### src/rtl/latch_d_pkg.sv
// Shared constants for the gated D latch with its clk-domain synchronizer.
package latch_d_pkg;
    localparam int SYNC_STAGES_DEF = 2;
    localparam int SYNC_STAGES_MIN = 2;
    localparam int SYNC_STAGES_MAX = 4;
endpackage

### src/rtl/latch_d_bit.sv
// Single-bit level-sensitive latch; clr forces the stored value to 0 and overrides the gate.
module latch_d_bit (
    input  logic d,
    input  logic en,
    input  logic clr,
    output logic q
);
    always_latch begin
        if (clr) begin
            q = 1'b0;
        end else if (en) begin
            q = d;
        end
    end
endmodule

### src/rtl/latch_d_async.sv
// WIDTH-bit transparent D latch with complementary outputs, plus a clk-domain
// synchronized copy of Qa and a change pulse.
module latch_d_async
    import latch_d_pkg::*;
#(
    parameter int WIDTH       = 1,
    parameter int SYNC_STAGES = SYNC_STAGES_DEF
) (
    input  logic             clk,
    input  logic             rst,
    input  logic [WIDTH-1:0] D,
    input  logic             Enable,
    output logic [WIDTH-1:0] Qa,
    output logic [WIDTH-1:0] Qb,
    output logic [WIDTH-1:0] Q_sync,
    output logic             upd
);
    if (SYNC_STAGES < SYNC_STAGES_MIN || SYNC_STAGES > SYNC_STAGES_MAX) begin : g_bad_stages
        $error("latch_d_async: SYNC_STAGES must be within 2..4");
    end

    logic rst_q;

    always_ff @(posedge clk) begin
        rst_q <= rst;
    end

    // The registered reset is the only clk influence on the latch itself.
    for (genvar i = 0; i < WIDTH; i++) begin : g_bit
        latch_d_bit u_bit (
            .d   (D[i]),
            .en  (Enable),
            .clr (rst_q),
            .q   (Qa[i])
        );
    end

    assign Qb = ~Qa;

    logic [WIDTH-1:0] sync_p [SYNC_STAGES];
    logic [WIDTH-1:0] q_sync_p1;

    // Synchronizer chain, then one extra register holding the previous Q_sync for change detection.
    always_ff @(posedge clk) begin
        if (rst) begin
            for (int i = 0; i < SYNC_STAGES; i++) begin
                sync_p[i] <= '0;
            end
            q_sync_p1 <= '0;
        end else begin
            sync_p[0] <= Qa;
            for (int i = 1; i < SYNC_STAGES; i++) begin
                sync_p[i] <= sync_p[i-1];
            end
            q_sync_p1 <= sync_p[SYNC_STAGES-1];
        end
    end

    assign Q_sync = sync_p[SYNC_STAGES-1];
    assign upd    = (Q_sync != q_sync_p1);
endmodule

### config.mk
export PLATFORM = sky130hd
export DESIGN_NAME = latch_d_async
export DESIGN_NICKNAME = d
export VERILOG_FILES = /design/src/rtl/latch_d_pkg.sv /design/src/rtl/latch_d_bit.sv /design/src/rtl/latch_d_async.sv
export SDC_FILE = /design/constraint.sdc
export NUM_CORES = 1
export LEC_CHECK = 0
export ABC_AREA = 1
export CAP_MARGIN = 10
export CORE_AREA = 2 2 39 41
export CTS_CLUSTER_SIZE = 14
export DETAILED_ROUTE_END_ITERATION = 16
export DIE_AREA = 0 0 41 43
export PLACE_DENSITY_LB_ADDON = 0.05
export SKIP_LAST_GASP = 1
export SLEW_MARGIN = 40
export SYNTH_ARGS = -nofsm -noshare
export SYNTH_HDL_FRONTEND = slang
export SYNTH_SLANG_ARGS = --single-unit
### constraint.sdc
create_clock -name clk -period 0.8 [get_ports clk]
set_input_delay 0.16 -clock clk [delete_from_list [all_inputs] [get_ports clk]]
set_output_delay 0.16 -clock clk [all_outputs]
set_load 0.02 [all_outputs]
==> Word level (Yosys, flattened, before mapping) <==
Memory sizes are Yosys's and may differ from the RTL's.
Index checks and enable logic that the tools add are counted.
{ "word_totals": {"latch_bits": 1, "ff_bits": 2, "ram_bits": 2, "in_bits": 4, "n_memories": 1} }
{ "memory_table": {"columns": ["name", "depth", "word_bits", "read_ports", "rd_ports_with_merged_regs", "write_ports", "line_no", "rtl"], "rows": [
  ["sync_p", 2, 1, 2, 0, 2, "latch_d_async.sv:40", "logic [WIDTH-1:0] sync_p [SYNC_STAGES];"]
]} }
{ "op_classes": {"bitwise": 3, "muxes": 9, "n_eq_ne": 1} }
{ "ops": {"columns": ["op", "count"], "rows": [
  ["two-way mux 1 bit", 9],
  ["bitwise OR 1 bit", 2],
  ["inequality test 1 bit", 1],
  ["inverter 1 bit", 1]
]} }

==> Depth between registers and ports, before layout <==
{ "depth": {"depth_word": 3, "depth_mapped": 3} }

==> Hierarchy <==
Synthesis repeated with hierarchy kept, for this count alone.
{ "unflattened": {"hier_cells": 20, "area_unflattened_um2": 151.4} }
{ "by_module_without_submodules": {"columns": ["mod", "cells_per_inst", "area_each_um2", "instances", "seq_area_each_um2"], "rows": [
  ["latch_d_async", 14, 117.6, 1, 80.1],
  ["latch_d_bit", 6, 33.8, 1, 0.0]
]} }

==> summary.md <==
| Metric | Value |
|---|---|
| Final clock skew | `about 0.00053 ns` |
| Syn_nets | `22` |
| Slowest stage cell, crit path | `dfxtp_2` |
| Final setup viols | `2` |
| Hold WS | `0.396 ns` |
| CP top delay family | `flip-flops` |
| CP Launch Type | `flop` |
| Vias in the first global route | `140` |
| Max rail drop VDD | `~0.36 mV` |
| Pwr dens | `1810 nW/um^2` |
| Die Wd | `41 um` |
| Critical path capture point type | `output pin` |
| Launch point of the worst reg-to-reg path | `sync_p[0][1]` |
| Critical path depth in cells | `4` |
| WP buf/inv | `2` |
| Number of hold-repair buffers added at the cts stage | `0` |
| Comb power frac | `10.4%` |
| Clk buf depth | `2` |
| Met1 Resource Use GR | `4.82%` |
| Final Slew Violations | `0` |
| Sw Share | `20.8%` |
| DR WL/cell | `6.64 um` |
| Worst setup margin | `-0.199 ns` |
| Fmax achieved | `1000 MHz` |
| Crit path largest cell delay | `0.34 ns` |
| Cell count after synthesis | `18` |
| Crit path from | `sync_p[0][1]` |
| Top-area cell type share of the netlist area | `between 50% and 60%` |
| Register area | `97.6 um^2` |
| Critical path class | `reg2out` |
| Crit path time final | `around 1.0 ns` |
| Pre-CTS setup slack | `-0.422 ns` |
| Routed wire length | `312 um` |
| Count of unclocked register or latch pins | `1` |
| Status | `finished with violations` |
| DP HPWL | `223 um` |
| Chip height | `43 um` |
| Most frequent CP cell | `nand2_1` |
| Clock power share | `approximately 48%` |
| Setup TNS | `-0.360 ns` |
| Clock Tree Root | `clkbuf_4` |
| CTS HTree Levels | `1` |
| Synth warn | `0` |
| HP Class | `reg2reg` |
| #FFs+latches synth | `5` |
| Core area | `1380 um^2` |
| Setup slack, reg-to-reg | `around 0.07 ns` |
| Worst-Margin Slew | `0.209 ns` |
| NumNets Final | `37` |
| Mapped cell area | `146 um^2` |
| Worst Path Max Fanout | `3` |
| Syn Area/Cell | `8.13 um^2` |
| Initial DRC Count | `0` |
| IO buf count | `7` |
| Grt met2 use | `6.25%` |
| Vias/cell | `3.19` |
| Router iterations before antenna repair | `1` |
| Initial Util | `10.6%` |
| Most frequent cells in the layout | `5 x clkdlybuf4s50_1, 4 x inv_1, 4 x nor2_1` |
| Number of clock buffers inserted by TritonCTS | `3` |
| Area contributors post-synth | `dfxtp_1 55%, inv_1 13%, nor2_1 10%, dlxtp_1 10%, nand2_1 7.7%` |
| Area growth, synth to finish | `95.7%` |
| Most common cell after layout, fill and taps aside | `clkdlybuf4s50_1` |
| P_int | `0.000412 W` |
| CTS tree | `built` |
| Worst rel slew slack | `86.0%` |
| Routability congestion estimate | `0.564` |
| Placed cells | `42` |
| Layout cells sized above 1 | `35.5%` |
| GRT overflow | `0` |
| Area of the multi-input gates | `32.5 um^2` |
| CP Data Required Time | `0.64 ns` |
| Endpoints left unconstrained | `3` |
| Non-Filler Instances | `47` |
| Reg clk slew, reported paths | `0.04 ns` |
| Worst Setup EP | `upd` |
| # DRC | `0` |
| Final Core Density | `20.7%` |
| Diode count | `0` |
| Violated checks | `setup timing` |
| Final ANT Viol Nets | `0` |
| Worst path arrival time | `0.84 ns` |
| Met3 Usage GRT | `under 10%` |
| Yosys cell types | `6` |
| Fill count | `156` |
| Full die area | `1760 um^2` |
| GRT busiest layer | `met4` |
| Final hold violations | `0` |
| Unrepaired setup endpoints after global routing | `yes` |
| GRT Util Overall | `5.92%` |
| Initial antenna violation count | `0` |
| Synth area leader | `dfxtp_1` |
| Row count | `14` |
| Worst-Skew Late Latency | `0.23 ns` |
| Sequential power share | `41.4%` |
| Max Cap Viol | `0` |
| First-pass GRT wire length | `572 um` |
| Reg-to-Reg End | `q_sync_p1` |
| IO Pins | `8` |
| Reg2Reg Depth | `4` |
| Crit path cell chain | `inv_2 -> nand2_1 -> nand2_1 -> buf_6` |
| Switching power of the nets | `approximately 0.00011 W` |
| Largest net degree at the start of global routing | `5` |
| Leakage power | `0.131 nW` |
| Via total after detailed routing | `150` |
| Final period utilization | `125%` |
[cells in the mapped netlist]
cell type and number:
dfxtp_1 4, inv_1 5, nor2_1 4, nand2_1 3, dlxtp_1 1, or2_1 1
[registers in the layout, summed over array words and instances (netlist names)]
name	flops
sync_p	2
g_bit.u_bit.q	1
q_sync_p1	1
rst_q	1
[layer usage]
layer  vias up  routed length [um]
met5         -                   0
met4         0                  14
met3         2                  29
met2         8                 145
met1        64                 122
li1         76                   -
[cells by family after synthesis]
logic type / after synthesis / synth area share (%)
and+or+nand+nor: 8 / 22.2
latches: 1 / 10.3
DFF: 4 / 54.7
buffers and inverters: 5 / 12.8
[repair_timing]
action | 4_1_cts | 5_1_grt
buffers inserted | 2 | 0
endpoints found under the setup margin | 2 | 2
pin swaps | 1 | 0
resized for setup | 13 | 1
cloned | 0 | 0
[worst min path at each step]
stage	startpoint	end	slack, ns	depth (start not counted)
2_1_floorplan	rst	rst_q	0.19	0
3_3_place_gp	sync_p[0][0]	sync_p[0][1]	0.40	2
3_5_place_dp	sync_p[0][0]	sync_p[0][1]	0.40	2
4_1_cts	sync_p[0][0]	sync_p[0][1]	0.40	2
5_1_grt	sync_p[0][0]	sync_p[0][1]	0.43	2
6_report	sync_p[0][0]	sync_p[0][1]	0.40	2
[power groups by stage]
stage,combinational (W),sequential [W],clock (W)
6_report,0.0000539,0.000215,0.000251
5_1_grt,0.0000595,0.000216,0.000298
4_1_cts,0.0000549,0.000215,0.000272
3_5_place_dp,0.0000501,0.000218,0
3_3_place_gp,0.0000503,0.000218,0
2_1_floorplan,0.0000136,0.000221,0
[worst register-to-register path: cells and delay by family (launching register included)]
kind | cells | cell delay, ns
buffers and inverters | 3 | 0.26
flip-flops | 1 | 0.34
AND/OR/NAND/NOR | 1 | 0.06
[cell type report]
type	count	area share, %
clock buffers	3	7.86
inverters	5	6.55
multi-input cells	8	11.4
flip-flops and latches	5	34.1
well taps	16	6.99
repair buffers	10	33.2
[per-stage QoR]
stage	cell area [um^2]	total power, W
finish	287	0.000520
global route	287	0.000574
CTS	285	0.000542
detailed placement	245	0.000268
global placement	245	0.000268
floorplan	148	0.000235
(Power assumes the default switching activity.)
